## config.mk

```make
export PLATFORM = sky130hd
export DESIGN_NAME = jtdsp16_rom_loader
export DESIGN_NICKNAME = d
export VERILOG_FILES = /design/src/rtl/jtdsp16_pkg.sv /design/src/rtl/jtdsp16_loader_csum.sv /design/src/rtl/jtdsp16_rom_loader.sv
export SDC_FILE = /design/constraint.sdc
export NUM_CORES = 1
export LEC_CHECK = 0
export ABC_CLOCK_PERIOD_IN_PS = 5300
export CORE_UTILIZATION = 50
export DETAILED_ROUTE_END_ITERATION = 6
export PLACE_DENSITY = 0.85
export REMOVE_ABC_BUFFERS = 1
export SETUP_SLACK_MARGIN = 0.15
export SLEW_MARGIN = 20
export SYNTH_ARGS = -nofsm -noshare
export SYNTH_HDL_FRONTEND = slang
export SYNTH_HIERARCHICAL = 1
export SYNTH_SLANG_ARGS = --single-unit
```

## constraint.sdc

```tcl
create_clock -name clk -period 5.3 [get_ports clk]
set_clock_uncertainty 0.05 [all_clocks]
set_input_delay 1.06 -clock clk [delete_from_list [all_inputs] [get_ports clk]]
set_output_delay 1.06 -clock clk [all_outputs]
set_load 0.02 [all_outputs]
```

## src/rtl/jtdsp16_pkg.sv

```systemverilog
// Shared definitions for the DSP16 program ROM loader.
//   loader_state_t : loader FSM states (also exported on the state_dbg port)
//   WE_CNT_W       : width of the prog_we pulse counter (WE_LEN up to 15)
//   HOLD_CNT_W     : width of the post-load reset hold counter (RST_HOLD up to 255)
//   CSUM_W         : checksum width
package jtdsp16_pkg;

  typedef enum logic [2:0] {
    ST_IDLE  = 3'd0,
    ST_LOAD  = 3'd1,
    ST_WRITE = 3'd2,
    ST_CSUM  = 3'd3,
    ST_HOLD  = 3'd4,
    ST_DONE  = 3'd5,
    ST_ERR   = 3'd6
  } loader_state_t;

  localparam int WE_CNT_W   = 4;
  localparam int HOLD_CNT_W = 8;
  localparam int CSUM_W     = 16;

endpackage

```

## src/rtl/jtdsp16_loader_csum.sv

```systemverilog
// Image checksum for the ROM loader: a 16-bit running sum (mod 2^16) of every
// image byte plus a compare against the two-byte trailer (low byte first).
// Ports:
//   clk, rst_n  : clock, asynchronous active-low reset
//   cen         : clock enable
//   clr         : clear the accumulator (new download)
//   add_en      : add byte_in to the accumulator (image byte accepted)
//   ref_lo_en   : capture byte_in as the low byte of the reference
//   byte_in     : host byte
//   match       : sum equals {byte_in, captured low byte}; valid while the
//                 high trailer byte is presented
module jtdsp16_loader_csum
  import jtdsp16_pkg::*;
(
  input  logic       clk,
  input  logic       rst_n,
  input  logic       cen,
  input  logic       clr,
  input  logic       add_en,
  input  logic       ref_lo_en,
  input  logic [7:0] byte_in,
  output logic       match
);

  logic [CSUM_W-1:0] sum;
  logic [7:0]        ref_lo;

  always_ff @(posedge clk or negedge rst_n) begin
    if (!rst_n) begin
      sum    <= '0;
      ref_lo <= '0;
    end else if (cen) begin
      if (clr)
        sum <= '0;
      else if (add_en)
        sum <= sum + CSUM_W'(byte_in);
      if (ref_lo_en)
        ref_lo <= byte_in;
    end
  end

  // Compared against the live high byte so the decision lands on the
  // same edge that accepts the last trailer byte.
  assign match = (sum == {byte_in, ref_lo});

endmodule

```

## src/rtl/jtdsp16_rom_loader.sv

```systemverilog
// Downloads the DSP16 program ROM from a host byte stream, holding the DSP in
// reset during the download and releasing it RST_HOLD cen cycles afterwards.
// Optional checksum trailer: define JTDSP16_LOADER_CSUM_EN.
// Handshake: a host byte moves when dl_valid & dl_ready & cen are all high at
// a rising clk edge; dl_valid may be held across cycles, dl_ready only rises
// in LOAD/CSUM and is masked by abort so an aborted byte is never taken.
// Ports:
//   clk, rst_n, cen       : clock, async active-low reset, clock enable
//   start, abort          : begin / cancel a download (abort has priority)
//   dl_valid/dl_data/dl_ready : host byte stream
//   prog_addr/prog_data/prog_we : ROM programming interface
//   dsp_rst               : DSP core reset, active high
//   busy, done, err       : status
//   state_dbg             : current FSM state
module jtdsp16_rom_loader
  import jtdsp16_pkg::*;
#(
  parameter int ROM_AW    = 13,
  parameter int ROM_BYTES = 8192,
  parameter int WE_LEN    = 2,
  parameter int RST_HOLD  = 16
) (
  input  logic              clk,
  input  logic              rst_n,
  input  logic              cen,
  input  logic              start,
  input  logic              abort,
  input  logic              dl_valid,
  input  logic [7:0]        dl_data,
  output logic              dl_ready,
  output logic [ROM_AW-1:0] prog_addr,
  output logic [7:0]        prog_data,
  output logic              prog_we,
  output logic              dsp_rst,
  output logic              busy,
  output logic              done,
  output logic              err,
  output loader_state_t     state_dbg
);

  localparam logic [ROM_AW-1:0]     LAST_ADDR = ROM_AW'(ROM_BYTES - 1);
  localparam logic [WE_CNT_W-1:0]   WE_LAST   = WE_CNT_W'(WE_LEN - 1);
  localparam logic [HOLD_CNT_W-1:0] HOLD_LAST = HOLD_CNT_W'(RST_HOLD - 1);

  loader_state_t         state, state_nxt;
  logic [ROM_AW-1:0]     addr, addr_nxt;
  logic [7:0]            data, data_nxt;
  logic                  we, we_nxt;
  logic [WE_CNT_W-1:0]   we_cnt, we_cnt_nxt;
  logic [HOLD_CNT_W-1:0] hold_cnt, hold_cnt_nxt;
  logic                  is_busy;
  logic                  xfer;

`ifdef JTDSP16_LOADER_CSUM_EN
  logic csum_hi, csum_hi_nxt;
  logic csum_clr, csum_add, csum_ref_lo, csum_match;

  jtdsp16_loader_csum u_csum (
    .clk       (clk),
    .rst_n     (rst_n),
    .cen       (cen),
    .clr       (csum_clr),
    .add_en    (csum_add),
    .ref_lo_en (csum_ref_lo),
    .byte_in   (dl_data),
    .match     (csum_match)
  );
`endif

  assign is_busy  = (state == ST_LOAD) || (state == ST_WRITE) ||
                    (state == ST_CSUM) || (state == ST_HOLD);
  assign dl_ready = ((state == ST_LOAD) || (state == ST_CSUM)) && !abort;
  assign xfer     = dl_valid && dl_ready && cen;

  always_comb begin
    state_nxt    = state;
    addr_nxt     = addr;
    data_nxt     = data;
    we_nxt       = we;
    we_cnt_nxt   = we_cnt;
    hold_cnt_nxt = hold_cnt;
`ifdef JTDSP16_LOADER_CSUM_EN
    csum_hi_nxt  = csum_hi;
    csum_clr     = 1'b0;
    csum_add     = 1'b0;
    csum_ref_lo  = 1'b0;
`endif
    if (cen) begin
      if (abort) begin
        // abort outranks start everywhere; it only changes state when busy
        if (is_busy) begin
          state_nxt = ST_IDLE;
          we_nxt    = 1'b0;
        end
      end else begin
        case (state)
          ST_IDLE, ST_DONE, ST_ERR: begin
            if (start) begin
              state_nxt   = ST_LOAD;
              addr_nxt    = '0;
`ifdef JTDSP16_LOADER_CSUM_EN
              csum_clr    = 1'b1;
              csum_hi_nxt = 1'b0;
`endif
            end
          end
          ST_LOAD: begin
            if (xfer) begin
              data_nxt   = dl_data;
              we_nxt     = 1'b1;
              we_cnt_nxt = '0;
              state_nxt  = ST_WRITE;
`ifdef JTDSP16_LOADER_CSUM_EN
              csum_add   = 1'b1;
`endif
            end
          end
          ST_WRITE: begin
            if (we_cnt == WE_LAST) begin
              we_nxt = 1'b0;
              if (addr == LAST_ADDR) begin
                // address stays at the last byte: no wrap inside an image
                hold_cnt_nxt = '0;
`ifdef JTDSP16_LOADER_CSUM_EN
                state_nxt    = ST_CSUM;
`else
                state_nxt    = ST_HOLD;
`endif
              end else begin
                addr_nxt  = addr + ROM_AW'(1);
                state_nxt = ST_LOAD;
              end
            end else begin
              we_cnt_nxt = we_cnt + WE_CNT_W'(1);
            end
          end
`ifdef JTDSP16_LOADER_CSUM_EN
          ST_CSUM: begin
            if (xfer) begin
              if (!csum_hi) begin
                csum_ref_lo = 1'b1;
                csum_hi_nxt = 1'b1;
              end else begin
                state_nxt = csum_match ? ST_HOLD : ST_ERR;
              end
            end
          end
`endif
          ST_HOLD: begin
            if (hold_cnt == HOLD_LAST)
              state_nxt = ST_DONE;
            else
              hold_cnt_nxt = hold_cnt + HOLD_CNT_W'(1);
          end
          default: state_nxt = ST_IDLE;
        endcase
      end
    end
  end

  always_ff @(posedge clk or negedge rst_n) begin
    if (!rst_n) begin
      state    <= ST_IDLE;
      addr     <= '0;
      data     <= '0;
      we       <= 1'b0;
      we_cnt   <= '0;
      hold_cnt <= '0;
`ifdef JTDSP16_LOADER_CSUM_EN
      csum_hi  <= 1'b0;
`endif
    end else begin
      state    <= state_nxt;
      addr     <= addr_nxt;
      data     <= data_nxt;
      we       <= we_nxt;
      we_cnt   <= we_cnt_nxt;
      hold_cnt <= hold_cnt_nxt;
`ifdef JTDSP16_LOADER_CSUM_EN
      csum_hi  <= csum_hi_nxt;
`endif
    end
  end

  assign prog_addr = addr;
  assign prog_data = data;
  assign prog_we   = we;
  assign busy      = is_busy;
  assign done      = (state == ST_DONE);
  // A start accepted in DONE puts the core back in reset in that same cycle.
  assign dsp_rst   = (state != ST_DONE) || (start && cen && !abort);
  assign state_dbg = state;
`ifdef JTDSP16_LOADER_CSUM_EN
  assign err       = (state == ST_ERR);
`else
  assign err       = 1'b0;
`endif

endmodule

```

==> results of run 1 <==
-- kinds of logic after synthesis --
logic type               Yosys count  synth area share
other                              1           0.00178
AO/OA/AOI/OAI                     53             0.194
buffers and inverters             22            0.0439
multiplexers                      12            0.0617
AND/OR/NAND/NOR                   78             0.220
XOR/XNOR                           4            0.0166
flip-flops                        37             0.439
adder cells (fa/ha/maj)            4            0.0237
-- cell type report --
type / instances / area, um^2
fill: 331 / 1390
multi-input combinational: 152 / 1090
sequential: 37 / 926
timing repair buffer: 42 / 415
clock buffer: 7 / 96.3
tap: 50 / 62.6
inverter: 10 / 37.5
clock inverter: 1 / 5.00
-- routing by layer --
| metal | up-vias | wire, um |
|---|---|---|
| met5 | - | 0 |
| met4 | 0 | 22 |
| met3 | 2 | 178 |
| met2 | 33 | 2240 |
| met1 | 890 | 2090 |
| li1 | 874 | - |
-- stage by stage --
stage	utilization	worst slack [ps]
6_report	0.654	1550
5_1_grt	0.654	1480
4_1_cts	0.654	1550
3_5_place_dp	0.629	1550
3_3_place_gp	0.629	1570
2_1_floorplan	-	2520
-- sequential cells by signal, summed over array words and instances, names as in the netlist --
name,count
prog_we,1
hold_cnt,8
we_cnt,4
prog_addr,13
state_dbg,3
prog_data,8
-- worst max-delay path, delay by kind of cell --
family                 cells  cell delay, ps
AND/OR/NAND/NOR            2             360
buffers and inverters      2            1210
-- worst max-delay path by stage --
| stage | from | endpoint | slack [ps] |
|---|---|---|---|
| 6_report | abort | dsp_rst | 1550 |
| 5_1_grt | abort | dsp_rst | 1480 |
| 4_1_cts | abort | dsp_rst | 1550 |
| 3_5_place_dp | abort | prog_addr[2] | 1550 |
| 3_3_place_gp | abort | dsp_rst | 1570 |
| 2_1_floorplan | abort | prog_addr[2] | 2520 |
-- Yosys cell counts, drive strengths merged (2+ instances only) --
library cell,number,area share
a2111oi,2,0.017
a211o,2,0.0083
a21o,2,0.0071
a21oi,7,0.017
a221o,5,0.024
a31oi,9,0.027
a41oi,4,0.017
and3,6,0.018
and4,7,0.029
buf,8,0.019
clkbuf,4,0.0071
dfrtp,37,0.44
ha,4,0.024
inv,10,0.018
mux2,8,0.043
mux2i,4,0.019
nand2,13,0.023
nand2b,3,0.0089
nand3,7,0.017
nand4,5,0.015
nor2,11,0.020
nor3,6,0.017
nor4,3,0.0089
nor4b,3,0.012
o21ai,7,0.017
o22a,2,0.0083
o22ai,2,0.0059
or2,2,0.0059
or3,3,0.0089
or3b,2,0.0083
xor2,3,0.012
-- power by group through the flow --
stage	logic [W]	clock network [W]	registers, W
finish	0.000334	0.000214	0.000390
floorplan	0.000134	0	0.000441
global placement	0.000329	0	0.000391
CTS	0.000338	0.000217	0.000390
detailed placement	0.000335	0	0.000396
global route	0.000360	0.000228	0.000400
==> key figures, run 1 <==
Layout
  – Most frequent cells in the layout: clkdlybuf4s50_1 (41), dfrtp_1 (37), nand2_1 (13), nor2_1 (11), inv_1 (10)
  – Final non-filler cell area: 2640 um^2
  – Share of post-route cells with drive strength above 1: 0.108
  – Commonest non-fill, non-tap cell in the layout: clkdlybuf4s50_1
  – Fin cells: 299
  – N_diodes: 0
  – Fin nets: 266
  – P&R area growth vs syn: 24.8%

Clock network
  – Reg clk slew, reported paths: 70 ps
  – Bufs on Longest Clock Path: 2
  – CTS resizes: 0
  – CTS tree: yes
  – Later-pin clock latency in the skew report: 290 ps
  – Num CTS Buffers: 5
  – Root buffer cell: clkbuf_8
  – Post-CTS Setup Bufs: 0
  – Clk sinks: 37
  – H-tree Lvls: 2
  – CTS Hold Buffers Added: 0

Timing
  – Final critical-path share of the clock period: 0.707
  – Slew margin rel.: 0.467
  – Hold Fails Final Rpt: 0
  – Setup tns final: 0 ps
  – Fmax: 267 MHz
  – Fin crit period: 3750 ps
  – Worst slew pin tran: 799 ps
  – Max-slew violation count: 0
  – Final hold slack: 451 ps
  – Final setup viols: 0
  – Unrepaired setup endpoints after global routing: no

Routing
  – Routed wire length: 4530 um
  – Starting DRC count in detailed routing: 84
  – Routed wire per std cell: 15.1 um
  – Total number of vias: 1799
  – TritonRoute pass-1 iters: 4
  – Via density: 6.02
  – Final ANT Viol Nets: 0
  – # DRC: 0

Setup path
  – Setup slack, reg-to-reg: 2660 ps
  – Crit-path slowest cell: clkdlybuf4s50_1
  – RR Startpoint: state_dbg[0]
  – CP max FO: 12
  – Max stage delay on crit path: 620 ps
  – Crit-path cells: clkdlybuf4s50_1 > nand3b_1 > nand2_1 > clkdlybuf4s50_1
  – WP data arrival: 2640 ps
  – R2R cell count: 4
  – CP most frequent cell: clkdlybuf4s50_1
  – Startpoint types: primary input
  – Crit Path Category: in2out
  – CP Capture Type: output pin
  – Critical R2R Capture: prog_addr[2]
  – Worst EP required: 4190 ps

GRT
  – M1 GR Usage: 0.264
  – Antenna violations before repair: 0
  – Vias in the first global route: 1616
  – Met3 Resource Use GR: 0.0702
  – First-pass GRT wire length: 7250 um
  – Largest net degree at the start of global routing: 38
  – Congestion Overflow GR: 0
  – GRT Resource Usage Total: 0.217
  – Most used routing layer: met2
  – Met2 usage: 0.355

Power
  – Pint: 0.000622 W
  – Combinational Power Share: 0.356
  – VDD IR max: 267 uV
  – Seq pwr share: 0.416
  – P_sw: 0.000316 W
  – Static Leak: 1.11 nW
  – Clock power frac: 0.228
  – Pwr dens: 356 nW/um^2
  – Sw Share: 0.337
  – Tot Pwr: 0.000938 W

Logic synthesis
  – Synthesized area per cell: 10.0 um^2
  – Synth Flop Type: dfrtp_1
  – #FFs+latches synth: 37
  – Ys Warns: 6
  – Syn Inst Count: 211
  – Post-synthesis sequential area ratio: 0.439
  – Cell variety after synth: 56
  – Post-Synthesis Cell Area: 2110 um^2
  – Number of flops mapped to enable cells by yosys: 0
  – Ys async rst share: 1.00

Run
  – Max cap viols: 0

Floorplan
  – Initial core utilization: 0.524
  – Die Footprint: 4490 um^2
  – Number of rows in the core area: 23
  – Die W: 67.0 um
  – Die height: 67.0 um
  – # IOs: 44
  – CORE AREA: 4030 um^2

Placement
  – Placer congestion estimate: 0.797
  – DP Wirelength: 3220 um
  – I/O Buffers: 42
  – DP Cell Count: 291
  – DP Area: 2530 um^2

Worst hold path
  – Hold_sp: hold_cnt[7]
  – WHS Endpoint: hold_cnt[7]
  – Worst Hold Class: reg2reg
  – Worst Hold Depth: 1

Outcome
  – Status: finished, final reports clean
Power figures use the tool's default switching activity.
==> inputs of run 2 (changes only) <==
--- a/config.mk
+++ b/config.mk
@@ -5,10 +5,10 @@
 export SDC_FILE = /design/constraint.sdc
 export NUM_CORES = 1
 export LEC_CHECK = 0
-export ABC_CLOCK_PERIOD_IN_PS = 5300
-export CORE_UTILIZATION = 50
+export ABC_CLOCK_PERIOD_IN_PS = 3000
+export CORE_UTILIZATION = 46
 export DETAILED_ROUTE_END_ITERATION = 6
-export PLACE_DENSITY = 0.85
+export PLACE_DENSITY = 0.83
 export REMOVE_ABC_BUFFERS = 1
 export SETUP_SLACK_MARGIN = 0.15
 export SLEW_MARGIN = 20
==> constraint.sdc (replaced) <==
create_clock -name clk -period 3 [get_ports clk]
set_clock_uncertainty 0.05 [all_clocks]
set_input_delay 0.6 -clock clk [delete_from_list [all_inputs] [get_ports clk]]
set_output_delay 0.6 -clock clk [all_outputs]
set_load 0.02 [all_outputs]
==> key figures, run 2 (synthesized netlist as in run 1, its figures left out) <==
Timing
  – Slew margin rel.: 0.460
  – Fin crit period: 2690 ps
  – Setup tns final: 0 ps
  – Worst slew pin tran: 810 ps
  – Final setup viols: 0
  – Max-slew violation count: 0
  – Hold Fails Final Rpt: 0
  – Final critical-path share of the clock period: 0.897
  – Unrepaired setup endpoints after global routing: no
  – Fmax: 372 MHz

Power
  – Tot Pwr: 0.00173 W
  – Pwr dens: 635 nW/um^2
  – VDD IR max: 408 uV
  – Static Leak: 1.16 nW

Floorplan
  – CORE AREA: 4380 um^2
  – Initial core utilization: 0.481
  – Die height: 69.7 um
  – Number of rows in the core area: 24
  – Die W: 69.7 um
  – # IOs: 44
  – Die Footprint: 4860 um^2

GRT
  – Congestion Overflow GR: 0
  – First-pass GRT wire length: 7970 um
  – Vias in the first global route: 1708
  – Largest net degree at the start of global routing: 38
  – GRT Resource Usage Total: 0.205
  – Antenna violations before repair: 0

Clock network
  – Root buffer cell: clkbuf_8
  – CTS tree: yes
  – H-tree Lvls: 2
  – CTS resizes: 0
  – Num CTS Buffers: 5
  – Bufs on Longest Clock Path: 2
  – CTS Hold Buffers Added: 0
  – Post-CTS Setup Bufs: 0
  – Clk sinks: 37
  – Later-pin clock latency in the skew report: 290 ps
  – Reg clk slew, reported paths: 70 ps

Setup path
  – Worst EP required: 2350 ps
  – Max stage delay on crit path: 590 ps
  – Crit-path slowest cell: clkdlybuf4s50_1
  – WP data arrival: 2040 ps
  – CP most frequent cell: clkdlybuf4s50_1
  – Startpoint types: primary input
  – CP max FO: 7
  – Crit Path Category: in2out
  – Crit-path cells: clkdlybuf4s50_1 > nand3b_1 > nand2_1 > clkdlybuf4s50_1
  – Cell family with most CP delay: buffers and inverters
  – CP Capture Type: output pin
  – WP buf/inv: 2

Run
  – Max cap viols: 0

Routing
  – Final ANT Viol Nets: 0
  – Via density: 5.95
  – Routed wire length: 4650 um
  – Routed wire per std cell: 15.0 um
  – # DRC: 0
  – Total number of vias: 1845
  – TritonRoute pass-1 iters: 5
  – Starting DRC count in detailed routing: 120

Placement
  – I/O Buffers: 42
  – DP Area: 2600 um^2
  – Placer congestion estimate: 0.830
  – DP Wirelength: 3390 um

Layout
  – Final Core Density: 0.620
  – Final non-filler cell area: 2720 um^2
  – Max reg flops: 13
  – Most frequent cells in the layout: clkdlybuf4s50_1 (41), dfrtp_1 (37), nand2_1 (13), nor2_1 (11), inv_1 (10)
  – P&R area growth vs syn: 28.9%
  – N_diodes: 0
  – Commonest non-fill, non-tap cell in the layout: clkdlybuf4s50_1
  – Fin nets: 275
  – Share of post-route cells with drive strength above 1: 0.136

Worst hold path
  – Worst Hold Class: in2async

Outcome
  – Status: finished, final reports clean
run 2: changes by cell type in the layout (fill, tap and decap cells not counted):
| cell | before | now |
|---|---|---|
| buf_4 | 0 | 9 |
| bufinv_16 | 0 | 1 |
| clkbuf_1 | 0 | 1 |
| clkbuf_8 | 7 | 6 |
| clkinv_2 | 1 | 0 |
run 2: routing by layer:
layer	global-route usage	share of wire	wire, um	up-vias
met1	0.266	0.44	2040	892
met5	0	0	0	-
met3	0.0552	0.046	212	8
met2	0.335	0.50	2340	49
met4	0.0622	0.012	58	0
li1	-	-	-	896
run 2: through the flow:
step,hold slack (ps),setup slack (ps),std cells
5_1_grt,411,267,310
4_1_cts,383,319,310
2_1_floorplan,254,633,199
3_5_place_dp,438,207,302
3_3_place_gp,440,251,302
6_report,346,309,310
run 2: area by class of cell:
class | count | area, um^2
well taps | 52 | 65.1
inverters | 10 | 37.5
fillers | 362 | 1660
clock inverters | 1 | 30.0
flip-flops and latches | 37 | 926
multi-input cells | 152 | 1090
repair buffers | 51 | 483
clock buffers | 7 | 86.3
run 2: worst reg2reg max path, stage by stage, from the launching register on:
cell and delay [ps]:
dfrtp_1 420, ha_1 240, and3_1 210, nand4_1 350, o22ai_1 670, a221o_1 270
run 2: where the power goes:
part	internal (W)	total [W]	leakage [nW]	switching, W
combinational	0.000308	0.000594	0.620	0.000286
clock	0.000271	0.000442	0.0585	0.000171
sequential	0.000589	0.000690	0.486	0.000101
run 2: worst paths after layout:
| check | startpoint | to | slack, ps | cells past startpoint |
|---|---|---|---|---|
| max in group asynchronous | rst_n | prog_addr[6] | 2040 | 1 |
| hold reg to reg | hold_cnt[7] | hold_cnt[7] | 460 | 1 |
| min in group clk | hold_cnt[7] | hold_cnt[7] | 460 | 1 |
| hold / removal | rst_n | prog_data[7] | 350 | 1 |
| setup / recovery | abort | dsp_rst | 310 | 4 |
| setup reg to reg | prog_addr[0] | prog_addr[5] | 720 | 5 |
==> inputs of run 3 (changes only) <==
--- a/config.mk
+++ b/config.mk
@@ -6,9 +6,10 @@
 export NUM_CORES = 1
 export LEC_CHECK = 0
 export ABC_CLOCK_PERIOD_IN_PS = 3000
-export CORE_UTILIZATION = 46
+export CORE_UTILIZATION = 45
 export DETAILED_ROUTE_END_ITERATION = 6
-export PLACE_DENSITY = 0.83
+export MAX_ROUTING_LAYER = met4
+export PLACE_DENSITY = 0.82
 export REMOVE_ABC_BUFFERS = 1
 export SETUP_SLACK_MARGIN = 0.15
 export SLEW_MARGIN = 20
==> key figures, run 3 (synthesized netlist as in run 1, its figures left out) <==
Outcome
  – Status: finished with violations
  – Failing checks: design-rule violations

Timing
  – Final critical-path share of the clock period: 0.890
  – Hold Fails Final Rpt: 0
  – Worst slew pin tran: 810 ps
  – Unrepaired setup endpoints after global routing: no
  – Slew margin rel.: 0.460
  – Setup tns final: 0 ps
  – Fin crit period: 2670 ps
  – Final hold slack: 346 ps
  – Fmax: 374 MHz
  – Final setup viols: 0
  – Max-slew violation count: 0

Setup path
  – CP max FO: 7
  – Crit Path Category: in2out
  – Setup slack, reg-to-reg: 690 ps
  – CP Capture Type: output pin
  – Startpoint types: primary input
  – Worst EP required: 2350 ps
  – WP data arrival: 2020 ps

Clock network
  – H-tree Lvls: 2
  – Reg clk slew, reported paths: 70 ps
  – Post-CTS Setup Bufs: 0
  – Clk sinks: 37
  – CTS Hold Buffers Added: 0
  – Bufs on Longest Clock Path: 2
  – Later-pin clock latency in the skew report: 290 ps
  – Num CTS Buffers: 5
  – CTS resizes: 0
  – Root buffer cell: clkbuf_8
  – CTS tree: yes

GRT
  – Met3 Resource Use GR: 0.0390
  – Congestion Overflow GR: 0
  – GRT Resource Usage Total: 0.224
  – Antenna violations before repair: 0
  – Largest net degree at the start of global routing: 38
  – Met2 usage: 0.359
  – First-pass GRT wire length: 8380 um
  – M1 GR Usage: 0.277
  – Most used routing layer: met2
  – Vias in the first global route: 1807

Run
  – Max cap viols: 0

Layout
  – N_diodes: 0
  – P&R area growth vs syn: 26.3%
  – Fin nets: 272
  – Max reg flops: 13
  – Share of post-route cells with drive strength above 1: 0.125
  – Most frequent cells in the layout: clkdlybuf4s50_1 (40), dfrtp_1 (37), nand2_1 (13), nor2_1 (11), inv_1 (10)
  – Fill cell count: 374
  – Commonest non-fill, non-tap cell in the layout: clkdlybuf4s50_1

Floorplan
  – # IOs: 44
  – Die W: 70.5 um
  – Die Footprint: 4970 um^2
  – CORE AREA: 4440 um^2
  – Number of rows in the core area: 24
  – Die height: 70.5 um
  – Initial core utilization: 0.475

Routing
  – Routed wire length: 4850 um
  – TritonRoute pass-1 iters: 6
  – Routed wire per std cell: 15.8 um
  – # DRC: 2
  – Starting DRC count in detailed routing: 100
  – Via density: 6.04
  – Final ANT Viol Nets: 0
  – Total number of vias: 1854

Placement
  – DP Wirelength: 3460 um
  – I/O Buffers: 42
  – Placer congestion estimate: 0.891

Power
  – Pwr dens: 610 nW/um^2
  – VDD IR max: 462 uV
  – Static Leak: 1.14 nW

Worst hold path
  – Worst Hold Class: in2async
[run 3: cell types whose count changed in the layout (fill, tap and decap cells not counted)]
cell	before	now
buf_4	9	6
clkinv_2	0	2
bufinv_16	1	0
clkbuf_8	6	5
clkdlybuf4s50_1	41	40
dlymetal6s2s_1	0	1
[run 3: cell type report]
class / count / area [um^2] / area share
Multi-Input combinational cell: 152 / 1090 / 0.410
Inverter: 10 / 37.5 / 0.0141
Sequential cell: 37 / 926 / 0.347
Clock buffer: 6 / 72.6 / 0.0272
Tap cell: 52 / 65.1 / 0.0244
Clock inverter: 2 / 10.0 / 0.00375
Timing Repair Buffer: 48 / 463 / 0.174
[run 3: per-stage QoR]
stage | cells | power (W) | worst slack (ps) | util | instance area [um^2]
2_1_floorplan | 199 | 0.00102 | 633 | - | 2060
3_3_place_gp | 299 | 0.00128 | 171 | 0.581 | 2580
3_5_place_dp | 299 | 0.00130 | 122 | 0.581 | 2580
4_1_cts | 307 | 0.00164 | 190 | 0.599 | 2660
5_1_grt | 307 | 0.00171 | 245 | 0.600 | 2670
6_report | 307 | 0.00163 | 329 | 0.600 | 2670
[run 3: path summary, 6_finish.rpt]
path | from | to | cells after the start
min in group clk | prog_data[6] | prog_data[6] | 1
min reg2reg | prog_data[6] | prog_data[6] | 1
max | cen | dsp_rst | 4
max in group asynchronous | rst_n | hold_cnt[2] | 1
min | rst_n | prog_data[2] | 1
max reg2reg | state_dbg[1] | prog_addr[11] | 5
[run 3: per-layer routing]
metal	wire length [um]	vias up	share of wire
met4	70	0	0.014
met2	2350	49	0.48
met5	0	-	0
met1	2220	916	0.46
met3	202	5	0.042
li1	-	884	-
[run 3: critical path: stages]
cell	delay, ps
clkdlybuf4s50_1	590
nand3b_1	130
nand2_1	80
clkdlybuf4s50_1	610
[run 3: where the power goes]
part / leakage (nW) / internal (W) / switching [W]
registers: 0.486 / 0.000589 / 0.000105
clock network: 0.0450 / 0.000161 / 0.000174
logic: 0.613 / 0.000306 / 0.000292
total: 1.14 / 0.00106 / 0.000570
==> RTL change: new RTL, settings of run 1 <==
Make the reset (`rst_n`) synchronous in one clocked block. Comments in the files are not updated.
--- a/src/rtl/jtdsp16_rom_loader.sv
+++ b/src/rtl/jtdsp16_rom_loader.sv
@@ -160,3 +160,3 @@
 
-  always_ff @(posedge clk or negedge rst_n) begin
+  always_ff @(posedge clk) begin
     if (!rst_n) begin
Formal check against the unedited RTL: differs if rst_n is asserted again (counterexample within 4 cycles, from zero or initial values and one cycle with rst_n low); with rst_n held inactive, the same outputs for 10 cycles.
==> RTL change against run 1 <==
- design area down 0.14%
- die area down 0.52%
- final cell count up 14%
- sequential cell count unchanged
- register-to-register slack better by 0.07 ns
- critical path depth up 1
- first-iteration DRC count up 71%
- area after synthesis down 0.53%
- wire length up 4.8%
- core utilization down 0.093 points
- worst setup slack worse by 0.11 ns
- global-route usage up 0.91 points
- critical endpoint unchanged
Power is not compared: it rests on default switching activity, and its combinational part moved more than twofold at a synthesized area within 25%.
==> RTL change: results (changes against run 1) <==
- The number of filler instances in the final layout is 345 (was 331).
- The count of vias placed by the detailed router came to 2,009 (was 1,799).
- The post-place setup slack came to 1.47 ns (was 1.55 ns).
- The depth of the worst register-to-register path was 5 (was 4).
- The maximum fanout along the worst path is 8 (was 12).
- The sequential share of the synthesized area is 0.353 (was 0.439).
- The maximum number of pins on one net before global-route repair was 24 (was 38).
- The most used flip-flop cell after synthesis is dfxtp_1 (was dfrtp_1).
- The number of cells on the worst hold path is 2 (was 1).
- The count of unique library cells instantiated by Yosys is 55 (was 56).
- The setup slack of the most critical reg-to-reg path came to 2.73 ns (was 2.66 ns).
- The largest stage delay on the critical path was 0.59 ns (was 0.62 ns).
- The endpoint of the most critical register-to-register path was prog_addr[9]$_SDFFE_PN0P_ (was prog_addr[2]$_DFFE_PN0P_).
- The cell area reported after detailed placement is 2530 µm² (about the same).
- The total global routing track utilization is 0.226 (was 0.217).
- Status: finished clean (unchanged).
- The final instance count without filler cells is 341 (was 299).
- The final-layout non-clock buffer area share was 0.165 (was 0.158).
- Most frequent cells after synthesis: dfxtp_1 (37), nand2_1 (34), nand3_1 (14), nor2_1 (14), a21oi_1 (13) (was dfrtp_1 (37), nand2_1 (13), nor2_1 (11)).
- The switching power is 0.127 mW.
- The routed length on met1 is 2.16 mm (was 2.09 mm).
- The post-route cell area came to 2630 µm² (was 2640 µm²).
- The initial DRC count is 144 (was 84).
- The share of cells above drive strength 1 is 0.0825 (was 0.108).
- The number of remaining DRC errors is 0 (unchanged).
- The sink of the worst hold path is hold_cnt[1]$_SDFFE_PN0P_ (was hold_cnt[7]$_DFFE_PN0P_).
- Top area cells in the synthesized netlist: dfxtp_1 (35%), nand2_1 (6.1%), mux2i_1 (5.2%), nand3_1 (3.3%), a21oi_1 (3.1%) (was dfrtp_1 (44%), mux2_2 (4.3%), and4_1 (2.9%), a31oi_1 (2.7%), a221o_1 (2.4%)).
- The relative area of clock buffers and inverters in the final design is 0.0385 (about the same).
- The global-route wire length before repair is 7.70 mm (was 7.25 mm).
- The global placement routability congestion is 0.868 (was 0.797).
- The number of flip-flops and latches is 37 (unchanged).
- The launch point of the worst hold path is hold_cnt[1]$_SDFFE_PN0P_ (was hold_cnt[7]$_DFFE_PN0P_).
- The final setup slack of the worst path is 1.44 ns (was 1.55 ns).
- The met3 routed wirelength is 272 µm (was 178 µm).
- The count of plain and timing-repair buffers was 44 (was 42).
- The hold slack is 0.427 ns (was 0.451 ns).
- The total wirelength of the detailed-routed design is 4.75 mm (was 4.53 mm).
- The number of global-route vias before repair is 1,743 (was 1,616).
- The worst endpoint data arrival time is 2.75 ns (was 2.64 ns).
- The number of inverters outside the clock class in the layout is 7 (was 10).
- The transition at the pin with the smallest max-transition slack is 0.688 ns (was 0.799 ns).
- The startpoint of the lowest-slack register-to-register path is state_dbg[2]$_SDFFE_PN0P_ (was state_dbg[0]$_DFFE_PN0P_).
- The estimated wirelength of the detail-placed design is 3.42 mm (was 3.22 mm).
- The post-layout net count is 308 (was 266).
- The share of cell area taken by flip-flops and latches is 0.282 (was 0.351).
- The placed cell count is 333 (was 291).
-- RTL change: changes by cell type after synthesis, sizes merged, moves of 8 or more --
cell	before	now
nor2b	1	9
dfrtp	37	0
dfxtp	0	37
nand2	13	34
-- RTL change: logic make-up after synthesis --
family                   after synthesis  synth area share
AND/OR/NAND/NOR                      116             0.299
AO/OA/AOI/OAI                         59             0.204
flip-flops                            37             0.353
buffers and inverters                 19            0.0477
multiplexers                          12            0.0578
adder cells (fa/ha/maj)                4            0.0238
XOR/XNOR                               3            0.0125
other                                  1           0.00179
-- RTL change: worst reg2reg max path: cells and delay by family (launching register included) --
kind	cells	cell delay, ns
simple gates	2	1.00
compound gates	3	0.76
flops	1	0.71
-- RTL change: metal layers --
layer | global-route usage | up-vias
li1 | - | 1003
met5 | 0 | -
met4 | 0.0851 | 0
met3 | 0.0548 | 7
met2 | 0.370 | 57
met1 | 0.284 | 942
